File: config.mk
export PLATFORM = sky130hd
export DESIGN_NAME = mem_stage_ctrl_flat
export DESIGN_NICKNAME = d
export VERILOG_FILES = /design/src/rtl/mem_stage_ctrl_if.sv /design/src/rtl/mem_stage_ctrl.sv /design/src/flat_wrapper.sv
export SDC_FILE = /design/constraint.sdc
export NUM_CORES = 1
export LEC_CHECK = 0
export ABC_AREA = 0
export BUFFER_PORTS_ARGS = -buffer_cell sky130_fd_sc_hd__buf_2
export CORE_MARGIN = 1.5
export CORE_UTILIZATION = 47
export CTS_BUF_LIST = sky130_fd_sc_hd__clkbuf_16
export CTS_CLUSTER_DIAMETER = 120
export DETAILED_ROUTE_END_ITERATION = 8
export PLACE_DENSITY = 0.89
export SLEW_MARGIN = 15
export SYNTH_ARGS = -nofsm -noshare
export SYNTH_HDL_FRONTEND = slang
export SYNTH_SLANG_ARGS = --single-unit
File: constraint.sdc
create_clock -name clk -period 1.6 [get_ports clk]
set_input_delay 0.08 -clock clk [delete_from_list [all_inputs] [get_ports clk]]
set_output_delay 0.08 -clock clk [all_outputs]
set_load 0.01 [all_outputs]
File: src/rtl/mem_stage_ctrl_if.sv
// mem_stage_ctrl_if: data-memory req/ack bus between the MEM-stage
// sequencer (master) and the wait-stated data memory (slave).
interface mem_stage_ctrl_if #(
   parameter int MAX_LENGTH = 32
);
   logic                  mem_req;
   logic                  mem_we;
   logic [MAX_LENGTH-1:0] mem_addr;
   logic [MAX_LENGTH-1:0] mem_wdata;
   logic [MAX_LENGTH-1:0] mem_rdata;
   logic                  mem_ack;

   modport master (
      output mem_req,
      output mem_we,
      output mem_addr,
      output mem_wdata,
      input  mem_rdata,
      input  mem_ack
   );

   modport slave (
      input  mem_req,
      input  mem_we,
      input  mem_addr,
      input  mem_wdata,
      output mem_rdata,
      output mem_ack
   );
endinterface

File: src/rtl/mem_stage_ctrl.sv
// mem_stage_ctrl: MEM-stage data-memory sequencer with pipeline freeze.
// Define MEM_TIMEOUT_EN for a WAIT watchdog and a sticky mem_error flag.
module mem_stage_ctrl #(
   parameter int MAX_LENGTH = 32,
   parameter int TIMEOUT    = 255
) (
   input  logic                  clk,
   input  logic                  reset,
   input  logic                  memory_read_enabled,
   input  logic                  memory_write_enabled,
   input  logic [MAX_LENGTH-1:0] address,
   input  logic [MAX_LENGTH-1:0] write_value,
   output logic                  freeze,
   output logic [MAX_LENGTH-1:0] mem_read_value,
   output logic                  mem_error,
   mem_stage_ctrl_if.master      bus
);

   typedef enum logic [1:0] {
      S_IDLE,
      S_ISSUE,
      S_WAIT,
      S_DONE
   } state_t;

   state_t                state_q, state_d;
   logic                  req_q, req_d;
   logic                  we_q, we_d;
   logic [MAX_LENGTH-1:0] addr_q, addr_d;
   logic [MAX_LENGTH-1:0] wdata_q, wdata_d;
   logic [MAX_LENGTH-1:0] rval_q, rval_d;
   logic                  mem_op;

   if (TIMEOUT < 1) begin : g_timeout_check
      $error("TIMEOUT must be at least 1");
   end

   assign mem_op = memory_read_enabled | memory_write_enabled;

`ifdef MEM_TIMEOUT_EN
   localparam int CW = $clog2(TIMEOUT + 1);
   localparam logic [CW-1:0] CNT_LAST = CW'(TIMEOUT - 1);

   logic [CW-1:0] cnt_q, cnt_d;
   logic          err_q, err_d;
`endif

   // next-state, latch and capture logic for the access sequencer
   always_comb begin
      state_d = state_q;
      we_d    = we_q;
      addr_d  = addr_q;
      wdata_d = wdata_q;
      rval_d  = rval_q;
`ifdef MEM_TIMEOUT_EN
      cnt_d   = cnt_q;
      err_d   = err_q;
`endif
      unique case (state_q)
         S_IDLE: begin
            if (mem_op) begin
               addr_d  = address;
               wdata_d = write_value;
               we_d    = memory_write_enabled;
               state_d = S_ISSUE;
            end
         end
         S_ISSUE: begin
            state_d = S_WAIT;
`ifdef MEM_TIMEOUT_EN
            cnt_d   = '0;
`endif
         end
         S_WAIT: begin
            if (bus.mem_ack) begin
               if (!we_q) rval_d = bus.mem_rdata;
               state_d = S_DONE;
            end
`ifdef MEM_TIMEOUT_EN
            else if (cnt_q == CNT_LAST) begin
               if (!we_q) rval_d = '0;
               err_d   = 1'b1;
               state_d = S_DONE;
            end else begin
               cnt_d = cnt_q + 1'b1;
            end
`endif
         end
         S_DONE: begin
            state_d = S_IDLE;
         end
         default: begin
            state_d = S_IDLE;
         end
      endcase
      req_d = (state_d == S_WAIT);
   end

   // state and latched bus registers, cleared by synchronous reset
   always_ff @(posedge clk) begin
      if (reset) begin
         state_q <= S_IDLE;
         req_q   <= 1'b0;
         we_q    <= 1'b0;
         addr_q  <= '0;
         wdata_q <= '0;
         rval_q  <= '0;
      end else begin
         state_q <= state_d;
         req_q   <= req_d;
         we_q    <= we_d;
         addr_q  <= addr_d;
         wdata_q <= wdata_d;
         rval_q  <= rval_d;
      end
   end

`ifdef MEM_TIMEOUT_EN
   // WAIT watchdog counter and sticky timeout flag
   always_ff @(posedge clk) begin
      if (reset) begin
         cnt_q <= '0;
         err_q <= 1'b0;
      end else begin
         cnt_q <= cnt_d;
         err_q <= err_d;
      end
   end

   assign mem_error = err_q;
`else
   assign mem_error = 1'b0;
`endif

   assign freeze = ((state_q == S_IDLE) && mem_op)
                 || (state_q == S_ISSUE)
                 || (state_q == S_WAIT);

   assign mem_read_value = rval_q;
   assign bus.mem_req    = req_q;
   assign bus.mem_we     = we_q;
   assign bus.mem_addr   = addr_q;
   assign bus.mem_wdata  = wdata_q;

endmodule

File: src/flat_wrapper.sv
// flat-port wrapper written by rule: the top's interface ports become plain ports
module mem_stage_ctrl_flat 
#(
   parameter int MAX_LENGTH = 32,
   parameter int TIMEOUT    = 255
)
  (clk, reset, memory_read_enabled, memory_write_enabled, address, write_value, freeze, mem_read_value, mem_error, bus_mem_req, bus_mem_we, bus_mem_addr, bus_mem_wdata, bus_mem_rdata, bus_mem_ack);
  mem_stage_ctrl_if #(.MAX_LENGTH(MAX_LENGTH)) bus_i ();
  input  logic clk;
  input  logic reset;
  input  logic memory_read_enabled;
  input  logic memory_write_enabled;
  input  logic [MAX_LENGTH-1:0] address;
  input  logic [MAX_LENGTH-1:0] write_value;
  output logic freeze;
  output logic [MAX_LENGTH-1:0] mem_read_value;
  output logic mem_error;
  output wire logic [$bits(bus_i.mem_req)-1:0] bus_mem_req;
  output wire logic [$bits(bus_i.mem_we)-1:0] bus_mem_we;
  output wire logic [$bits(bus_i.mem_addr)-1:0] bus_mem_addr;
  output wire logic [$bits(bus_i.mem_wdata)-1:0] bus_mem_wdata;
  input wire logic [$bits(bus_i.mem_rdata)-1:0] bus_mem_rdata;
  input wire logic [$bits(bus_i.mem_ack)-1:0] bus_mem_ack;
  assign bus_mem_req = bus_i.mem_req;
  assign bus_mem_we = bus_i.mem_we;
  assign bus_mem_addr = bus_i.mem_addr;
  assign bus_mem_wdata = bus_i.mem_wdata;
  assign bus_i.mem_rdata = bus_mem_rdata;
  assign bus_i.mem_ack = bus_mem_ack;
  mem_stage_ctrl #(.MAX_LENGTH(MAX_LENGTH), .TIMEOUT(TIMEOUT)) u_core (.clk(clk), .reset(reset), .memory_read_enabled(memory_read_enabled), .memory_write_enabled(memory_write_enabled), .address(address), .write_value(write_value), .freeze(freeze), .mem_read_value(mem_read_value), .mem_error(mem_error), .bus(bus_i));
endmodule
After elaboration in Yosys (flattened, before gate mapping)
Cells that the tools add are included.
{"block": "totals", "register_bits": 100, "in_bits": 101, "output_inout_bits": 100}
{"block": "op_classes", "n_eq_ne": 4, "n_mux": 3, "n_bitwise": 2, "reduce_logical": 6}
{"op": "one-hot mux 2 bit (4 select lines)", "n": 1}
{"op": "== test 2 bit, second input constant", "n": 3}
{"op": "2-to-1 mux 2 bit", "n": 2}
{"op": "AND reduction 3 bit", "n": 1}
{"op": "== test 2 x 1 -> 1 bit, second input constant", "n": 1}
{"op": "logical NOT 2 bit", "n": 1}
{"op": "logical OR 1 bit", "n": 2}
{"op": "AND reduction 2 bit", "n": 1}
{"op": "logical AND 1 bit", "n": 1}
{"op": "NOT 1 bit", "n": 1}
{"op": "OR 1 bit", "n": 1}

Depth between registers and ports, before layout
{"block": "depth", "ltp_word": 4, "mapped_depth": 7, "mapped_depth_nobuf": 4}

Least setup slack after synthesis
Ideal clock, no wire load.
{"block": "synth_path", "kind": "reg2out", "startpoint": "register u_core.state_q[0]", "endpoint": "output freeze", "arrival_ns": 1.328, "required_time_ns": 1.520, "slack_ns": 0.192, "stages_incl_launch_ff": 7, "path_buffers": 2, "cell_sequence": "dfxtp_1 > inv_1 > ha_1 > o21a_1 > buf_2 > buf_6 > or3_1"}
{"block": "synth_via", "elab_chain_len": 4}
{"element": "from (decl)", "line": "mem_stage_ctrl.sv:26", "source": "state_t state_q, state_d;"}
{"element": "from (signal assigned)", "line": "mem_stage_ctrl.sv:109", "source": "state_q <= state_d;"}
{"element": "logical NOT 2 bit", "line": "mem_stage_ctrl.sv:135", "source": "assign freeze = ((state_q == S_IDLE) && mem_op)"}
{"element": "logical AND 1 bit", "line": "mem_stage_ctrl.sv:135"}
{"element": "logical OR 1 bit", "line": "mem_stage_ctrl.sv:136", "source": "|| (state_q == S_ISSUE)"}
{"element": "logical OR 1 bit *", "line": "mem_stage_ctrl.sv:137", "source": "|| (state_q == S_WAIT);"}
{"element": "to (decl)", "line": "flat_wrapper.sv:15", "source": "output logic freeze;"}
Every way passes the cells marked *; elsewhere a longest branch is shown, timed or not.

Worst setup path in the final report
Ends and elaborated chain as after synthesis.

==> flow_summary.toml <==
[clocking]
h-tree-depth = 3
clock_path_buffers = 2
clock-sinks = 100
clock_latency_ps = 330
clkTransAtPathRegs_ps = 70
cts-buffers-inserted = 9
cts_tree = "built"
root_buffer = "clkbuf_16"

[detailed_routing]
vias_per_cell = 4.64
drc_errors = 0
ant_nets = 0
totalWireLength_mm = 10.2
post_drt_wl_per_cell_um = 13.0
firstDrtPassIters = 5
vias = 3650
drtIter0Drc = 49

[setup_path]
critPathKind = "reg -> out"
critical_path_required_ps = 1520
r2r_end = "u_core.bus.mem_addr[3]$_SDFFE_PP0P_"
crit_fanout = 3
crit_arrival_ps = 1480
max_stage_delay_ps = 360
crit-reg2reg-launch = "u_core.state_q[0]$_SDFF_PP0_"
slowest_stage = "or3_4"
crit_path_cell_trace = "buf_4 > ha_1 > or3_4 > buf_6"
worstSetupStartpointType = "flop"
reg2reg_depth = 6
r2r_slack_ps = 210
cp-end-kind = "output port"

[sta]
max_freq_mhz = 641
fin_skew_ps = 12.4
fin_hold_ws_ps = 9.04
setup_violations = 0
finalHoldViolations = 0
period_needed_ps = 1560
fin_crit_sh_pct = 97.4
maxSlewViolCount = 0

[synthesis]
avgSynthCellArea_um2 = 10.2
netlist_area_um2 = 4490
synthMuxAreaShare_pct = 21.4
synth_top_family_by_area = "simple AND/OR/NAND/NOR gates"
synth_xor_area_share_pct = 0
synth-simple-area-share_pct = 28.0
synthAdderAreaFrac_pct = 1.11
synth_compound_area_share_pct = 0.473
ys_seq_area_share_pct = 44.6
synth-seq-cells = 100
synthCells = 441
synth_nets = 546
synth_cell_types = 21
ys_warn_count = 0

[cells_and_area]
final_common_cell = "buf_2"
final_cell_mix = "197 x buf_2, 193 x nand2b_1, 98 x dfxtp_1, 96 x mux2i_1, 27 x dlygate4sd3_1"
antenna_cells = 0
stdcell_count = 787
nets = 758
area_growth_pct = 38.5
drive_gt1_share_pct = 35.3
nFillCells = 707

[worst_hold_path]
hold_depth = 3
hp-start = "write_value[6]"
hp-class = "in -> reg"
min_to = "u_core.bus.mem_wdata[6]$_SDFFE_PP0P_"

[global_routing]
grt_antenna_before_repair = 1
grt_pass1_vias = 3649
top_usage_layer = "met2"
gr-usage-met2_pct = 35.1
use_met3_pct = 6.66
grt_pass1_wl_mm = 16.0
grt.overflow.total = 0
grt_util_all_layers_pct = 19.6
grt_max_degree = 79
grt_use_met1_pct = 22.2

[die]
die_width_um = 101
core_um2 = 9240
ioPinCount = 201
dieArea_um2 = 10200
initial_core_util_pct = 48.6
die_height_um = 101
row_count = 35

[power_and_ir_drop]
power.leakage_nw = 2.92
ir_worst_vdd_uv = 784
power_density_nw_per_um2 = 1380

[placed_design]
gp_congestion = 0.731
dpl.hpwl_mm = 7.11
dp_cells = 740
io_buffers = 199

[outcome]
outcome = "complete, no violations"

[flow_run]
drv_cap = 0
## sequential cells by signal, indices dropped and copies added (netlist names)
| signal | count |
|---|---|
| u_core.bus.mem_addr | 32 |
| u_core.bus.mem_wdata | 32 |
| u_core.mem_read_value | 32 |
| u_core.state_q | 2 |
| u_core.bus.mem_req | 1 |
| u_core.bus.mem_we | 1 |
## worst max-delay path: cells and delay by family (launching register included)
kind	cells	cell delay, ps
buf+inv	2	270
simple gates	1	360
flops	1	340
fa+ha+maj	1	190
## layer usage
metal	wire [um]	part of all wire (%)	up-vias
met2	4970	49	140
met4	110	1.1	2
met5	12	0.12	-
li1	-	-	1837
met3	773	7.5	10
met1	4380	43	1661
## stage by stage
stage	util, %	setup slack, ps	setup TNS [ps]	power [W]	cell area [um2]
detailed placement	60.3	175	0	0.00620	5570
floorplan	-	192	0	0.00528	4490
global route	67.4	-0.982	-0.982	0.00907	6220
CTS	66.7	0.795	0	0.00858	6160
global placement	60.3	264	0	0.00609	5570
finish	67.4	40.8	0	0.00859	6220
## worst max-delay path by stage
stage	start	cells after the start	slack [ps]	end
floorplan	u_core.state_q[0]$_SDFF_PP0_	6	190	freeze
global placement	u_core.state_q[0]$_SDFF_PP0_	5	260	freeze
global route	u_core.state_q[0]$_SDFF_PP0_	4	-1	freeze
CTS	u_core.state_q[0]$_SDFF_PP0_	5	0.8	freeze
detailed placement	u_core.state_q[0]$_SDFF_PP0_	5	180	u_core.mem_read_value[5]$_SDFFE_PP0P_
finish	u_core.state_q[0]$_SDFF_PP0_	4	40	freeze
## what timing repair did
item	CTS	global route
buffers inserted	3	1
setup endpoints to repair	1	1
hold buffers	25	2
cloned	0	0
pin swaps	2	2
gates resized for setup	5	7
hold endpoints to repair	25	2
## report_power, final
group | switching (W) | total [W] | internal (W) | leakage [nW]
Clock | 0.000973 | 0.00221 | 0.00124 | 0.150
Sequential | 0.000286 | 0.00333 | 0.00304 | 0.821
Combinational | 0.00150 | 0.00306 | 0.00156 | 1.95
## synth_stat cells, drive strengths merged
| cell type | instances | area [um2] |
|---|---|---|
| nand2b | 193 | 1210 |
| dfxtp | 100 | 2000 |
| mux2i | 96 | 961 |
| clkbuf | 19 | 71.3 |
| buf | 15 | 116 |
| ha | 4 | 50.1 |
| inv | 2 | 7.51 |
| and3b | 1 | 8.76 |
| conb | 1 | 3.75 |
| nand3b | 1 | 7.51 |
| nor2 | 1 | 3.75 |
| nor2b | 1 | 6.26 |
| nor3 | 1 | 5.00 |
| nor4 | 1 | 6.26 |
| nor4b | 1 | 8.76 |
| o21a | 1 | 7.51 |
| o21ai | 1 | 5.00 |
| o31a | 1 | 8.76 |
| or3 | 1 | 6.26 |
## cell families after synthesis
family	count (synthesis)
flops	100
fa+ha+maj	4
simple gates	201
other cells	1
mux	96
compound gates	3
buf+inv	36
## layout make-up
cell class / count / area, um2 / area share (%)
Clock inverter: 7 / 80.1 / 1.29
Tap cell: 129 / 161 / 2.59
Inverter: 2 / 12.5 / 0.201
Sequential cell: 100 / 2000 / 32.2
Clock buffer: 9 / 225 / 3.62
Multi-Input combinational cell: 305 / 2330 / 37.5
Timing Repair Buffer: 235 / 1410 / 22.6
No activity file was read; power rests on OpenSTA's default activity.
